File: config.mk
export PLATFORM = sky130hd
export DESIGN_NAME = instr_fetch_flat
export DESIGN_NICKNAME = d
export VERILOG_FILES = /design/src/rtl/instr_fetch_pkg.sv /design/src/rtl/instr_fetch_if.sv /design/src/rtl/instr_fetch.sv /design/src/flat_wrapper.sv
export SDC_FILE = /design/constraint.sdc
export NUM_CORES = 1
export LEC_CHECK = 0
export ABC_CLOCK_PERIOD_IN_PS = 1460
export BUFFER_PORTS_ARGS = -buffer_cell sky130_fd_sc_hd__buf_4
export CAP_MARGIN = 40
export CORE_UTILIZATION = 45
export CTS_CLUSTER_SIZE = 30
export DETAILED_ROUTE_END_ITERATION = 8
export HOLD_SLACK_MARGIN = 0.02
export PLACE_DENSITY_LB_ADDON = 0.12
export SLEW_MARGIN = 20
export SYNTH_ARGS = -nofsm -noshare
export SYNTH_HDL_FRONTEND = slang
export SYNTH_SLANG_ARGS = --single-unit
File: constraint.sdc
create_clock -name clk -period 1.46 [get_ports clk]
set_input_delay 0.146 -clock clk [delete_from_list [all_inputs] [get_ports clk]]
set_output_delay 0.146 -clock clk [all_outputs]
set_load 0.02 [all_outputs]
File: src/rtl/instr_fetch_pkg.sv
// Shared fetch-stage definitions: FSM states, PC type, bundle layout.
// Operand detection helper used by the fetch FSM.
package instr_fetch_pkg;

  localparam int PC_W = 8;

  typedef logic [PC_W-1:0] pc_t;

  localparam pc_t RESET_PC_DEF     = 8'h00;
  localparam pc_t OPERAND_MASK_DEF = 8'h08;

  typedef enum logic [1:0] {
    F_OP  = 2'd0,
    W_OP  = 2'd1,
    W_ARG = 2'd2,
    HOLD  = 2'd3
  } state_e;

  typedef struct packed {
    logic [7:0] inst;
    logic [7:0] operand;
    logic       has_op;
    pc_t        pc;
  } bundle_t;

  function automatic logic has_op(
    input logic [7:0] op,
    input logic [7:0] mask
  );
    return |(op & mask);
  endfunction

endpackage

File: src/rtl/instr_fetch_if.sv
// Fetch-stage bus: ROM read port plus the instruction bundle handshake.
// master = fetch stage, slave = ROM / control unit side.
interface instr_fetch_if;
  import instr_fetch_pkg::*;

  pc_t        o_Addr;
  logic [7:0] i_Data;
  logic       o_valid;
  logic       i_ready;
  logic [7:0] o_inst;
  logic [7:0] o_operand;
  logic       o_has_op;
  pc_t        o_pc;
  logic       i_jmp;
  pc_t        i_jmp_addr;

  modport master (
    output o_Addr,
    input  i_Data,
    output o_valid,
    input  i_ready,
    output o_inst,
    output o_operand,
    output o_has_op,
    output o_pc,
    input  i_jmp,
    input  i_jmp_addr
  );

  modport slave (
    input  o_Addr,
    output i_Data,
    input  o_valid,
    output i_ready,
    input  o_inst,
    input  o_operand,
    input  o_has_op,
    input  o_pc,
    output i_jmp,
    output i_jmp_addr
  );

endinterface

File: src/rtl/instr_fetch.sv
// Fetch stage: owns the PC, reads opcode (+ operand) from the ROM and
// presents the bundle through valid/ready; redirects on accepted jumps.
module instr_fetch
  import instr_fetch_pkg::*;
#(
  parameter pc_t        RESET_PC     = RESET_PC_DEF,
  parameter logic [7:0] OPERAND_MASK = OPERAND_MASK_DEF
) (
  input  logic          clk,
  input  logic          rst,
  instr_fetch_if.master bus
);

  state_e  state, state_n;
  pc_t     pc, pc_n;
  logic    valid, valid_n;
  bundle_t b, b_n;
  logic    xfer;
  logic    op_hit;

  assign xfer   = valid & bus.i_ready;
  assign op_hit = has_op(bus.i_Data, OPERAND_MASK);

  always_comb begin
    state_n = state;
    pc_n    = pc;
    valid_n = valid;
    b_n     = b;
    unique case (state)
      F_OP: begin
        b_n.pc  = pc;
        pc_n    = pc + 8'd1;
        state_n = W_OP;
      end
      W_OP: begin
        b_n.inst   = bus.i_Data;
        b_n.has_op = op_hit;
        if (op_hit) begin
          pc_n    = pc + 8'd1;
          state_n = W_ARG;
        end else begin
          b_n.operand = 8'h00;
          valid_n     = 1'b1;
          state_n     = HOLD;
        end
      end
      W_ARG: begin
        b_n.operand = bus.i_Data;
        valid_n     = 1'b1;
        state_n     = HOLD;
      end
      HOLD: begin
        // The next opcode read overlaps the accepting cycle
        if (xfer) begin
          valid_n = 1'b0;
          if (bus.i_jmp) begin
            pc_n    = bus.i_jmp_addr;
            state_n = F_OP;
          end else begin
            b_n.pc  = pc;
            pc_n    = pc + 8'd1;
            state_n = W_OP;
          end
        end
      end
      default: state_n = F_OP;
    endcase
  end

  always_ff @(posedge clk) begin
    if (!rst) begin
      state <= F_OP;
      pc    <= RESET_PC;
      valid <= 1'b0;
      b     <= '0;
    end else begin
      state <= state_n;
      pc    <= pc_n;
      valid <= valid_n;
      b     <= b_n;
    end
  end

  assign bus.o_Addr    = pc;
  assign bus.o_valid   = valid;
  assign bus.o_inst    = b.inst;
  assign bus.o_operand = b.operand;
  assign bus.o_has_op  = b.has_op;
  assign bus.o_pc      = b.pc;

endmodule

File: src/flat_wrapper.sv
// flat-port wrapper written by rule: the top's interface ports become plain ports
module instr_fetch_flat import instr_fetch_pkg::*;
#(
  parameter pc_t        RESET_PC     = RESET_PC_DEF,
  parameter logic [7:0] OPERAND_MASK = OPERAND_MASK_DEF
)
  (clk, rst, bus_o_Addr, bus_i_Data, bus_o_valid, bus_i_ready, bus_o_inst, bus_o_operand, bus_o_has_op, bus_o_pc, bus_i_jmp, bus_i_jmp_addr);
  instr_fetch_if bus_i ();
  input  logic clk;
  input  logic rst;
  output wire logic [$bits(bus_i.o_Addr)-1:0] bus_o_Addr;
  input wire logic [$bits(bus_i.i_Data)-1:0] bus_i_Data;
  output wire logic [$bits(bus_i.o_valid)-1:0] bus_o_valid;
  input wire logic [$bits(bus_i.i_ready)-1:0] bus_i_ready;
  output wire logic [$bits(bus_i.o_inst)-1:0] bus_o_inst;
  output wire logic [$bits(bus_i.o_operand)-1:0] bus_o_operand;
  output wire logic [$bits(bus_i.o_has_op)-1:0] bus_o_has_op;
  output wire logic [$bits(bus_i.o_pc)-1:0] bus_o_pc;
  input wire logic [$bits(bus_i.i_jmp)-1:0] bus_i_jmp;
  input wire logic [$bits(bus_i.i_jmp_addr)-1:0] bus_i_jmp_addr;
  assign bus_o_Addr = bus_i.o_Addr;
  assign bus_i.i_Data = bus_i_Data;
  assign bus_o_valid = bus_i.o_valid;
  assign bus_i.i_ready = bus_i_ready;
  assign bus_o_inst = bus_i.o_inst;
  assign bus_o_operand = bus_i.o_operand;
  assign bus_o_has_op = bus_i.o_has_op;
  assign bus_o_pc = bus_i.o_pc;
  assign bus_i.i_jmp = bus_i_jmp;
  assign bus_i.i_jmp_addr = bus_i_jmp_addr;
  instr_fetch #(.RESET_PC(RESET_PC), .OPERAND_MASK(OPERAND_MASK)) u_core (.clk(clk), .rst(rst), .bus(bus_i));
endmodule
==> impl.org, run 1 <==
** Status
- Status :: finished, violations left
- Failing checks :: setup timing

** Logic synthesis
- Post-synth top area cell :: sky130_fd_sc_hd__dfxtp_1
- Top post-synthesis cells by count :: 35 x sky130_fd_sc_hd__dfxtp_1, 27 x sky130_fd_sc_hd__nor2_1, 21 x sky130_fd_sc_hd__mux2i_1
- Counting flops and latches in the post-synthesis netlist gives 35.
- Synthesis produced a netlist whose cell count is 185.
- When the netlist entered floorplanning its net count stood at ~210.
- Yosys printed 0 warnings.
- Post-synth EDFFs :: 0
- Sequential-to-total area share from yosys stat :: 40.8%
- By area the synthesized netlist is led by sky130_fd_sc_hd__dfxtp_1 41%, sky130_fd_sc_hd__mux2i_1 12%, sky130_fd_sc_hd__nor2_1 5.9%.
- Most common cell in the synthesized netlist :: sky130_fd_sc_hd__dfxtp_1
- Syn Area/Cell :: slightly above 9 um^2
- Count of unique library cells instantiated by Yosys :: 35
- After synthesis, the share of flip-flops with an asynchronous set or reset is 0%.
- Portion of synthesized cell area occupied by the leading cell type :: between 40 and 50%
- Cell area after synthesis :: 1720 um^2
- Among all flip-flop cells after synthesis, the most frequent one is sky130_fd_sc_hd__dfxtp_1.

** Routing
- Across all layers, the routed design uses 1,619 vias.
- In the final routed layout, each cell accounts on average for 15.2 um.
- For this block, the initial DRC count from the detailed router was 85.
- The routed design has 4520 um of wire.
- In the routed design, unresolved DRC markers number 0.
- Before antenna repair, the detailed router went through 4 iterations.
- Post-detailed-route via-to-cell ratio :: 5.43
- In this run the remaining antenna-violating nets after routing total 0.

** Global routing
- Global-route wire length before repair :: ~7400 um
- Gr ovfl total :: 0
- Vias in the first global route :: 1,584
- GRT Util Overall :: 23.7%
- Number of antenna violations at the first check in global routing :: 0
- Entering global routing, the biggest net connects 22 pins.

** Worst setup path
- STA puts the critical path data arrival time at 1.67 ns.
- Worst setup path class :: reg2reg
- The critical path starts at u_core.state[1].
- Delay of the slowest cell on the worst path :: 0.40 ns
- The startpoint identified for the worst register-to-register timing path is u_core.state[1].
- For this design, the slowest cell found on the critical path is sky130_fd_sc_hd__dfxtp_4.
- CP Capture Type :: flop
- Max FO, Critical Path :: 4
- CP top delay family :: flip-flops
- Buffers and inverters on the worst path :: 2
- Cell chain of the critical path :: inv_2 -> ha_4 -> nor2b_4 -> nor3_4 -> buf_6 -> nand2_1 -> a32o_1
- STA puts the critical path data required time at approximately 1.6 ns.
- The worst setup path is launched from a flop.

** Clock network
- The tree built by TritonCTS fans out to 35 sinks.
- The number of hold buffers added after CTS was 0.
- Post-CTS setup-driven buffer insertion count :: 0
- CTS root buf :: sky130_fd_sc_hd__clkbuf_8
- Number of levels in the clock H-tree :: 2
- Total clock buffers created by CTS :: 5
- TritonCTS clock tree :: yes
- In this run the deepest clock path goes through 2 buffers.
- After clock tree synthesis, the clock-pin slew on the worst setup and hold paths is about 0.08 ns.
- For the worst-skew pair, the clock arrives at the later sink with an insertion delay of roughly 0.29 ns.

** Floorplan
- Top-Level Pins :: 54
- Die width :: approximately 64 um
- Die Footprint :: ~4100 um^2
- In this run the vertical extent of the chip is about 64 um.
- Core region area :: 3660 um^2
- Starting density of the core :: between 40% and 50%
- Rows :: 22

** Timing
- Based on the critical path, the design can be clocked at up to 0.667 GHz.
- The number of max-slew violations in the final report was 0.
- Between clock sinks in the finished design, the worst skew comes to 0.0101 ns.
- In this run the tightest slew margin relative to its limit is 76.1%.
- The final critical path takes up 103% of the cycle.
- Minimum period implied by the final worst setup slack :: 1.50 ns
- Setup-failing EPs final :: 6
- Setup repair after global routing could not meet its margin everywhere.
- The hold violation total from the final report is 0.
- For the pin with the worst max-slew slack, the measured transition is 0.353 ns.
- Worst Slack Setup Final :: -0.0392 ns
- Final hold analysis gives a worst-case slack of 0.109 ns.

** Final layout
- Cells fill 66.6% of the core in the end.
- The number of antenna diodes in the final layout is 0.
- Of the cells placed in the final design, the portion with a size suffix greater than 1 is 42.0%.
- Area delta synth->final :: 42.1%
- Layout filler cell count :: 303
- Total number of nets in the final design :: roughly 280

** Place
- I/O Buffers :: 53
- The HPWL after detailed placement is 3090 um.
- Last weighted congestion value of the routability-driven placer :: 0.807

** Hold path
- In this run the most critical hold path is launched from bus_i_Data[5].
- In this run the worst hold path is classified as in2reg.

** Pwr
- For this design the ratio of total power to cell area is 1860 nW/um^2.
- The worst-case IR drop observed on VDD is 0.000931 V.
- Leak pwr :: around 0.0011 uW

** Run
- Max Cap Viol :: 0
## power breakdown
part | total (uW) | switching, uW | internal [uW]
combinational | 2480 | 1230 | 1250
clock | 698 | 365 | 333
sequential | 1350 | 178 | 1170
## area by class of cell
class                      count  area (um^2)  share of cell area [%]
tap                           48         60.1                    2.46
sequential                    35          708                    29.0
multi-input combinational    127          972                    39.9
inverter                       4         15.0                   0.616
clock buffer                   6         72.6                    2.98
clock inverter                 2         12.5                   0.513
timing repair buffer          76          598                    24.5
## final timing paths
| check | to | slack [ns] | cells after the start |
|---|---|---|---|
| min | u_core.bus.o_inst[5] | 0.11 | 3 |
| max | u_core.bus.o_Addr[5] | -0.04 | 7 |
| min reg2reg | u_core.bus.o_operand[5] | 0.50 | 2 |
| max reg2reg | u_core.bus.o_Addr[5] | -0.04 | 7 |
## layout by cell type (no fill, tap or decap), types with 2 or more instances in the layout
cell type	n
sky130_fd_sc_hd__a21boi_0	2
sky130_fd_sc_hd__a21boi_1	2
sky130_fd_sc_hd__a21oi_1	8
sky130_fd_sc_hd__a32o_1	3
sky130_fd_sc_hd__a32oi_1	7
sky130_fd_sc_hd__buf_4	71
sky130_fd_sc_hd__buf_6	4
sky130_fd_sc_hd__clkbuf_8	5
sky130_fd_sc_hd__dfxtp_1	33
sky130_fd_sc_hd__dfxtp_4	2
sky130_fd_sc_hd__ha_1	3
sky130_fd_sc_hd__ha_4	3
sky130_fd_sc_hd__inv_1	2
sky130_fd_sc_hd__inv_2	2
sky130_fd_sc_hd__mux2i_1	19
sky130_fd_sc_hd__mux2i_2	2
sky130_fd_sc_hd__nand2_1	16
sky130_fd_sc_hd__nand3_1	3
sky130_fd_sc_hd__nor2_1	27
sky130_fd_sc_hd__nor2b_4	2
sky130_fd_sc_hd__o21a_1	2
sky130_fd_sc_hd__o21ai_0	4
sky130_fd_sc_hd__o41ai_1	3
sky130_fd_sc_hd__or2_2	3
sky130_fd_sc_hd__or3_1	2
## flip-flops by register name, indices dropped and copies added, names as in the netlist
name / count
u_core.bus.o_operand: 8
u_core.bus.o_Addr: 8
u_core.state: 2
u_core.bus.o_valid: 1
u_core.bus.o_pc: 8
u_core.bus.o_inst: 8
## cells by family after synthesis
group | Yosys count | synth area share (%)
AND/OR/NAND/NOR | 62 | 17.1
buffers and inverters | 23 | 8.02
AO/OA/AOI/OAI | 38 | 17.5
multiplexers | 21 | 12.2
adder cells (fa/ha/maj) | 6 | 4.37
flip-flops | 35 | 40.8
## tightest hold or removal path: stages
cell and delay, ns:
sky130_fd_sc_hd__buf_4 0.08, sky130_fd_sc_hd__mux2i_1 0.05, sky130_fd_sc_hd__nor2_1 0.08
## repair_timing
item | in CTS | in global routing
pin swaps | 5 | 2
endpoints found under the setup margin | 19 | 20
gates resized for setup | 18 | 5
## routing by layer
metal  up-vias  GRT usage, %  wire length, um
met5         -             0                0
met4         0          13.1               93
met3        10          5.00              193
met2        55          39.0             2260
met1       771          28.7             1970
li1        783             -                -
## per-stage QoR
stage | area (um^2) | std cells | power (uW) | setup slack (ns) | TNS, ns
detailed placement | 2270 | 290 | 3600 | -0.129 | -1.11
global placement | 2270 | 290 | 3540 | -0.0543 | -0.393
finish | 2440 | 298 | 4530 | -0.0392 | -0.109
global route | 2440 | 298 | 4810 | -0.113 | -1.16
floorplan | 1750 | 185 | 2790 | -0.0735 | -0.360
CTS | 2420 | 298 | 4470 | -0.0179 | -0.0464
Power figures use the tool's default switching activity.
==> inputs of run 2 (changes only) <==
Settings changed: ABC_AREA set to 1.
==> impl.org, run 2 <==
** Clock network
- Post-CTS setup-driven buffer insertion count :: 0 (unchanged)
- The clock latency of the later-clocked register in the worst-skew pair is 0.29 ns (about the same).
- The clock-pin transition on the worst setup and hold timing paths was 0.07 ns (was 0.08 ns).
- Max Buffers Root-to-Sink :: 2 (unchanged)
- Number of levels in the clock H-tree :: 2 (unchanged)
- Total clock buffers created by CTS :: 5 (unchanged)
- Clk sink count :: 35 (unchanged)
- TritonCTS clock tree :: yes (unchanged)
- The root cell of the clock tree was sky130_fd_sc_hd__clkbuf_8 (unchanged).
- Total of hold buffers inserted after clock tree synthesis :: 0 (unchanged)

** Global routing
- GR peak layer :: met2 (unchanged)
- Grt met3 use :: 6.75% (was 5.00%)
- The pin count of the biggest net entering global routing is 23 (was 22).
- Gr ovfl total :: 0 (unchanged)
- The fraction of met1 tracks used by global routing was 27.9% (was 28.7%).
- The routing usage on met2 came to 32.9% (was 39.0%).
- The number of global-route vias before repair came to 1,419 (was 1,584).
- Global-route wire length before repair :: 6580 um (was 7360 um)
- The initial antenna violation count was 0 (unchanged).
- GRT Util Overall :: 21.4% (was 23.7%)

** Logic synthesis
- Top cells by area in the synthesized netlist :: sky130_fd_sc_hd__dfxtp_1 42%, sky130_fd_sc_hd__nand2_1 9.5%, sky130_fd_sc_hd__o21ai_0 8.1% (was sky130_fd_sc_hd__dfxtp_1 41%, sky130_fd_sc_hd__mux2i_1 12%, sky130_fd_sc_hd__nor2_1 5.9%)
- Count of mapped cells out of synthesis :: 226 (was 185)
- The biggest area consumer among synthesized cells is sky130_fd_sc_hd__dfxtp_1 (unchanged).
- Flip-flop cell with the highest count after synthesis :: sky130_fd_sc_hd__dfxtp_1 (unchanged)
- The post-synthesis sequential area ratio was 42.0% (was 40.8%).
- Post-synth EDFFs :: 0 (unchanged)
- Synth Net Count :: 252 (was 211)
- Top post-synthesis cells by count :: 42 x sky130_fd_sc_hd__nand2_1, 35 x sky130_fd_sc_hd__dfxtp_1, 29 x sky130_fd_sc_hd__nor2_1 (was 35 x sky130_fd_sc_hd__dfxtp_1, 27 x sky130_fd_sc_hd__nor2_1, 21 x sky130_fd_sc_hd__mux2i_1)
- The number of distinct standard cells referenced by the synthesized netlist came to 25 (was 35).
- Post-synthesis register bit count :: 35 (unchanged)
- The synthesized area per cell is 7.37 um^2 (was 9.28 um^2).
- The library cell with the highest instance count after synthesis is sky130_fd_sc_hd__nand2_1 (was sky130_fd_sc_hd__dfxtp_1).
- Cell area after synthesis :: 1670 um^2 (was 1720 um^2)
- Synth Warn # :: 0 (unchanged)
- Portion of synthesized cell area occupied by the leading cell type :: 42.0% (was 40.8%)
- Share of async-settable or async-resettable flops after synthesis :: 0% (unchanged)

** Worst setup path
- CP Capture Type :: flop (unchanged)
- The total number of cells along the worst setup path was 8 (was 7).
- The worst setup path category is reg2reg (unchanged).
- The arrival time of the worst setup path is 1.55 ns (was 1.67 ns).
- The peak per-stage delay on the critical path came to 0.38 ns (was 0.40 ns).
- Buffers and inverters on the worst path :: 2 (unchanged)
- The reg-to-reg endpoint is u_core.bus.o_Addr[4] (was u_core.bus.o_Addr[5]).
- The first element of the critical path is u_core.state[0] (was u_core.state[1]).
- The worst setup path endpoint is u_core.bus.o_Addr[4] (was u_core.bus.o_Addr[5]).
- Slowest stage cell, crit path :: sky130_fd_sc_hd__dfxtp_4 (unchanged)
- The data required time at the worst endpoint is 1.64 ns (was 1.63 ns).
- Cell chain of the critical path: inv_1 -> ha_2 -> inv_2 -> nand2_2 -> nor2_4 -> nand2_1 -> o21ai_1 -> nor2_1 (was inv_2 -> ha_4 -> nor2b_4 -> nor3_4 -> buf_6 -> nand2_1 -> a32o_1).
- The cell family contributing the most delay on the critical path is simple AND/OR/NAND/NOR gates (was flip-flops).
- The flop-to-flop setup slack is 0.09 ns (was -0.04 ns).
- The depth of the worst register-to-register path came to 8 (was 7).
- Launching point of the worst reg2reg path :: u_core.state[0] (was u_core.state[1])
- Max FO, Critical Path :: 7 (was 4)
- The category of the worst setup path launch point was a flop (unchanged).

** Timing
- The worst-margin pin slew was 0.496 ns (was 0.353 ns).
- Count of pins over their slew limit :: 0 (unchanged)
- The accumulated negative setup slack came to 0 ns (was -0.109 ns).
- Worst Skew :: 0.00483 ns (was 0.0101 ns)
- Max Clk Rate :: 0.730 GHz (was 0.667 GHz)
- The final number of setup-violating endpoints came to 0 (was 6).
- The hold violation total from the final report was 0 (unchanged).
- Setup repair after global routing missed its margin: true (unchanged).
- Minimum period implied by the final worst setup slack :: 1.37 ns (was 1.50 ns)
- The relative max-transition margin came to 66.9% (was 76.1%).
- The part of the cycle the worst path needs is 93.8% (was 103%).

** Final layout
- Multi-input logic area :: 796 um^2 (was 972 um^2)
- Commonest cells after routing, fill and taps aside :: 62 x sky130_fd_sc_hd__buf_4, 40 x sky130_fd_sc_hd__nand2_1, 33 x sky130_fd_sc_hd__dfxtp_1 (was 71 x sky130_fd_sc_hd__buf_4, 33 x sky130_fd_sc_hd__dfxtp_1, 27 x sky130_fd_sc_hd__nor2_1)
- Number of inserted diodes :: 0 (unchanged)
- Final cell area excluding filler cells :: 2250 um^2 (was 2440 um^2)
- The number of nets in the finished design came to 307 (was 275).
- The register area came to 708 um^2 (unchanged).
- Share of layout cells above drive strength 1 :: 34.0% (was 42.0%)
- The post-synthesis to final-layout area growth came to 34.8% (was 42.1%).
- Most common library cell in the layout ignoring fill and taps :: sky130_fd_sc_hd__buf_4 (unchanged)
- Layout filler cell count :: 333 (was 303)

** Routing
- Number of iterations in the first detailed-routing pass :: 4 (unchanged)
- The residual antenna-violating net count after detailed routing is 0 (unchanged).
- The average vias per placed instance was 4.91 (was 5.43).
- Via Count :: 1,612 (was 1,619)
- The detailed-route wire length was 3920 um (was 4520 um).
- The number of DRC violations after detailed routing was 0 (unchanged).
- The routed wirelength normalized by instance count was 11.9 um (was 15.2 um).
- The initial detailed-routing violation count was 91 (was 85).

** Floorplan
- The number of top-level design ports was 54 (unchanged).
- The die area is 3950 um^2 (was 4070 um^2).
- Starting density of the core :: 48.4% (was 46.9%)
- Die width :: 62.9 um (was 63.8 um)
- Height of the die :: 62.9 um (was 63.8 um)
- The total number of placement rows came to 21 (was 22).
- Core region area :: 3440 um^2 (was 3660 um^2)

** Place
- The post-detailed-placement cell area was 2090 um^2 (was 2270 um^2).
- The placed wire-length estimate after detailed placement came to 2800 um (was 3090 um).
- Last weighted congestion value of the routability-driven placer :: 0.861 (was 0.807)
- I/O Buffers :: 53 (unchanged)

** Pwr
- The maximum VDD drop is 0.000990 V (was 0.000931 V).
- The cell leakage power was 0.00100 uW (was 0.00105 uW).
- Overall power consumption :: 4490 uW (was 4530 uW)
- Pwr Density :: 2000 nW/um^2 (was 1860 nW/um^2)

** Hold path
- The number of cells traversed by the worst hold path was 3 (unchanged).
- Type of the tightest min-delay check :: in2reg (unchanged)

** Run
- The number of maximum-capacitance constraint violations was 0 (unchanged).

** Status
- Status: finished clean (was finished, violations left).
==> run 2: cell types whose count changed after synthesis, sizes merged, moves of 3 or more <==
| cell | previous run | this run |
|---|---|---|
| nor2b | 3 | 0 |
| a32oi | 8 | 0 |
| buf | 16 | 12 |
| mux2i | 21 | 0 |
| nand2 | 17 | 44 |
| o41ai | 4 | 0 |
| a21boi | 5 | 0 |
| nand3 | 3 | 8 |
| nor2 | 27 | 32 |
| a32o | 3 | 0 |
| inv | 4 | 23 |
| or2 | 3 | 0 |
| a21oi | 8 | 27 |
| o21ai | 5 | 30 |
==> run 2: through the flow <==
stage	hold WS (ns)	cells	util [%]	setup WS (ns)
floorplan	0.281	226	-	0.0667
global placement	0.383	320	60.7	-0.0462
detailed placement	0.390	320	60.7	-0.0544
CTS	0.0848	328	64.1	0.00254
global route	0.0840	328	65.3	-0.0101
finish	0.0936	328	65.3	0.0901
==> run 2: worst min-delay path by stage <==
stage / startpoint / end / slack [ns]
floorplan: bus_i_Data[7] / u_core.bus.o_inst[7] / 0.28
global placement: bus_i_Data[5] / u_core.bus.o_inst[5] / 0.38
detailed placement: bus_i_Data[5] / u_core.bus.o_inst[5] / 0.39
CTS: bus_i_Data[5] / u_core.bus.o_inst[5] / 0.08
global route: bus_i_Data[5] / u_core.bus.o_inst[5] / 0.08
finish: bus_i_Data[5] / u_core.bus.o_inst[5] / 0.09
==> run 2: power breakdown <==
group / switching [uW] / total, uW / internal [uW]
registers: 204 / 1460 / 1250
clock network: 368 / 876 / 508
logic: 1270 / 2160 / 890
total: 1840 / 4490 / 2650
==> run 2: worst register-to-register path, stage by stage (launching register included) <==
cell and delay (ns):
sky130_fd_sc_hd__dfxtp_4 0.38, sky130_fd_sc_hd__inv_1 0.08, sky130_fd_sc_hd__ha_2 0.20, sky130_fd_sc_hd__inv_2 0.08, sky130_fd_sc_hd__nand2_2 0.07, sky130_fd_sc_hd__nor2_4 0.21
sky130_fd_sc_hd__nand2_1 0.09, sky130_fd_sc_hd__o21ai_1 0.12, sky130_fd_sc_hd__nor2_1 0.05
==> run 2: logic make-up after synthesis <==
group                    synth area share, %
flip-flops                              42.0
AO/OA/AOI/OAI                           19.8
AND/OR/NAND/NOR                         21.8
adder cells (fa/ha/maj)                 4.50
buffers and inverters                   11.8
==> run 2: layout make-up <==
cell class,count,area share [%]
multi-input cells,152,35.4
flip-flops and latches,35,31.5
repair buffers,63,21.2
inverters,24,4.29
clock buffers,5,3.06
well taps,46,2.56
clock inverters,3,1.95
==> run 2: metal layers <==
metal / part of all wire (%) / up-vias
met3: 6.0 / 5
met5: 0 / -
met1: 48 / 724
met4: 1.3 / 0
li1: - / 835
met2: 45 / 48
==> run 2: what timing repair did <==
| action | in CTS | in global routing |
|---|---|---|
| setup endpoints to repair | 6 | 25 |
| pin swaps | 1 | 1 |
| endpoints found under the hold margin | 0 | 0 |
| resized for setup | 4 | 17 |
==> inputs of run 3 (changes only) <==
Settings changed: PLACE_DENSITY set to 0.75, PLACE_DENSITY_LB_ADDON 0.12 to unset.
==> impl.org, run 3 (synthesis gave the netlist of run 2 again) <==
** Status
- Status :: finished clean (unchanged)

** Worst setup path
- Cell chain of the critical path: inv_2 -> ha_2 -> inv_2 -> nand2_1 -> nor2_4 -> buf_6 -> o21ai_0 -> a31oi_1 (was inv_1 -> ha_2 -> inv_2 -> nand2_2 -> nor2_4 -> nand2_1 -> o21ai_1 -> nor2_1).
- Worst setup path class :: reg2reg (unchanged)
- Depth of the worst register-to-register path :: 8 (unchanged)
- Max FO, Critical Path :: 6 (was 7)
- Slowest stage cell, crit path :: sky130_fd_sc_hd__dfxtp_4 (unchanged)
- In this design, the critical path's most frequently occurring cell is sky130_fd_sc_hd__inv_2.
- Delay of the slowest cell on the worst path :: 0.38 ns (about the same)
- The cell family contributing the most delay on the critical path was flip-flops (was simple AND/OR/NAND/NOR gates).
- Destination of the worst register-to-register timing path :: u_core.bus.o_Addr[1] (was u_core.bus.o_Addr[4])
- Data required time at the worst endpoint :: 1.68 ns (was 1.64 ns)
- The worst path buffer plus inverter count is 3 (was 2).
- The start of the worst register-to-register path is u_core.state[0] (unchanged).
- CP Capture Type :: flop (unchanged)
- Arrival time of data at the critical path endpoint :: 1.63 ns (was 1.55 ns)
- The flop-to-flop setup slack came to 0.06 ns (was 0.09 ns).
- The category of the worst setup path launch point is a flop (unchanged).

** Timing
- Worst Slack Setup Final :: 0.0557 ns (was 0.0901 ns)
- The timing-limited maximum frequency was 0.712 GHz (was 0.730 GHz).
- The relative max-transition margin is 69.2% (was 66.9%).
- The final number of setup-violating endpoints came to 0 (unchanged).
- The worst-margin pin slew is 0.461 ns (was 0.496 ns).
- The largest clock skew in the final design was 0.00382 ns (was 0.00483 ns).
- Number of endpoints with negative hold slack in the final report :: 0 (unchanged)
- The minimum hold slack is 0.0865 ns (was 0.0936 ns).
- Post-route clock period utilization :: 96.2% (was 93.8%)
- Count of pins over their slew limit :: 0 (unchanged)
- Minimum period implied by the final worst setup slack :: 1.40 ns (was 1.37 ns)

** Hold path
- The number of cells traversed by the worst hold path is 3 (unchanged).
- The origin of the worst min-delay path was bus_i_Data[5] (unchanged).
- End point of the most critical hold path :: u_core.bus.o_inst[5] (unchanged)
- The kind of path behind the tightest hold check is in2reg (unchanged).

** Floorplan
- The number of top-level design ports was 54 (unchanged).
- The die outline height is 62.9 um (unchanged).
- The core footprint was 3440 um^2 (unchanged).
- The total number of placement rows is 21 (unchanged).
- The horizontal extent of the die came to 62.9 um (unchanged).
- The die area was 3950 um^2 (unchanged).
- Starting density of the core :: 48.4% (unchanged)

** Clock network
- The number of H-tree levels came to 2 (unchanged).
- The clock sink count came to 35 (unchanged).
- The clock tree buffer depth came to 2 (unchanged).
- Total clock buffers created by CTS :: 5 (unchanged)
- The hold-fix buffer count after cts was 0 (unchanged).
- The clock-pin transition on the worst setup and hold timing paths is 0.07 ns (about the same).
- Worst skew pair latency :: 0.29 ns (about the same)
- The clock tree from TritonCTS is yes (unchanged).
- The root cell of the clock tree is sky130_fd_sc_hd__clkbuf_8 (unchanged).

** Routing
- Detailed Route Iter0 Violations :: 111 (was 91)
- Post-detailed-route via-to-cell ratio :: 4.92 (was 4.91)
- Number of iterations in the first detailed-routing pass :: 4 (unchanged)
- DRT Wirelength :: 3820 um (was 3920 um)
- Residual antenna-violating net count after detailed routing :: 0 (unchanged)
- The total vias in the final route is 1,608 (was 1,612).
- The routed wirelength normalized by instance count is 11.7 um (was 11.9 um).
- DRC violation count after routing :: 0 (unchanged)

** Final layout
- Share of layout cells above drive strength 1 :: 32.7% (was 34.0%)
- Area delta synth->final :: 33.5% (was 34.8%)
- Total number of nets in the final design :: 306 (was 307)
- Commonest cells after routing, fill and taps aside :: 59 x sky130_fd_sc_hd__buf_4, 41 x sky130_fd_sc_hd__nand2_1, 33 x sky130_fd_sc_hd__dfxtp_1 (was 62 x sky130_fd_sc_hd__buf_4, 40 x sky130_fd_sc_hd__nand2_1, 33 x sky130_fd_sc_hd__dfxtp_1)
- The non-filler instance count after layout was 327 (was 328).
- Layout filler cell count :: 303 (was 333)
- The utilization after layout is 64.6% (was 65.3%).
- Number of inserted diodes :: 0 (unchanged)
- Most common library cell in the layout ignoring fill and taps :: sky130_fd_sc_hd__buf_4 (unchanged)

** Global routing
- The pin count of the biggest net entering global routing was 23 (unchanged).
- Number of antenna violations at the first check in global routing :: 0 (unchanged)
- The sum of overflow across all layers after global routing was 0 (unchanged).
- GRT Util Overall :: 19.7% (was 21.4%)
- Global-route wire length before repair :: 6070 um (was 6580 um)
- Vias in the first global route :: 1,360 (was 1,419)

** Place
- The routability congestion estimate came to 0.855 (was 0.861).
- Pre-CTS setup slack :: -0.0456 ns (was -0.0544 ns)
- Estimated wirelength of the detail-placed design :: 2740 um (was 2800 um)
- Placed cells :: 318 (was 320)
- I/O Buffers :: 53 (unchanged)

** Pwr
- Pwr Density :: 1950 nW/um^2 (was 2000 nW/um^2)
- Leak pwr :: 0.000991 uW (was 0.00100 uW)
- The maximum VDD drop came to 0.00120 V (was 0.000990 V).

** Run
- The number of maximum-capacitance constraint violations is 0 (unchanged).
run 3: cell types whose count changed in the layout (fill, tap and decap cells not counted), moves of 2 or more:
cell and change:
sky130_fd_sc_hd__o21ai_0 +2, sky130_fd_sc_hd__inv_2 +2, sky130_fd_sc_hd__buf_12 +2, sky130_fd_sc_hd__buf_4 -3
run 3: worst min-delay path: stages:
cell	delay, ns
sky130_fd_sc_hd__buf_4	0.08
sky130_fd_sc_hd__nor2_1	0.04
sky130_fd_sc_hd__nor2_1	0.08
run 3: what timing repair did:
item,4_1_cts,5_1_grt
setup buffers,0,1
setup endpoints to repair,12,16
pin swaps,1,1
gates resized for setup,4,12
run 3: how the worst max path moves through the flow:
stage	startpoint	to	slack, ns	depth (start not counted)
after global placement	u_core.state[0]	u_core.bus.o_Addr[4]	0.01	7
after floorplan	u_core.state[0]	u_core.bus.o_Addr[3]	0.07	8
after detailed placement	u_core.state[0]	u_core.bus.o_Addr[4]	-0.05	7
after CTS	u_core.state[1]	u_core.bus.o_Addr[3]	0.02	8
after global routing	u_core.state[1]	u_core.bus.o_Addr[1]	-0.005	8
final	u_core.state[0]	u_core.bus.o_Addr[1]	0.06	8
run 3: metal layers:
| layer | vias up | track usage [%] | part of all wire, % |
|---|---|---|---|
| met5 | - | 0 | 0 |
| met4 | 0 | 9.59 | 1.5 |
| li1 | 830 | - | - |
| met2 | 44 | 31.4 | 47 |
| met1 | 727 | 25.1 | 46 |
| met3 | 7 | 4.20 | 5.3 |
run 3: layout make-up:
cell class,instances,area (um^2),share of cell area (%)
Multi-Input combinational cell,152,790,35.5
Clock inverter,2,12.5,0.562
Inverter,24,90.1,4.05
Sequential cell,35,708,31.8
Tap cell,46,57.6,2.59
Clock buffer,6,72.6,3.26
Timing Repair Buffer,62,494,22.2
run 3: where the power goes:
group | switching, uW | total, uW | internal [uW]
Clock | 355 | 688 | 333
Combinational | 1250 | 2190 | 932
Sequential | 200 | 1450 | 1250
Total | 1810 | 4330 | 2520
run 3: per-stage QoR:
step                      instance area (um^2)  setup TNS (ns)  power (uW)
after floorplan                           1670               0        2800
after global placement                    2100               0        3520
after detailed placement                  2100          -0.101        3550
after CTS                                 2190               0        4260
after global routing                      2220        -0.00527        4620
final                                     2220               0        4330
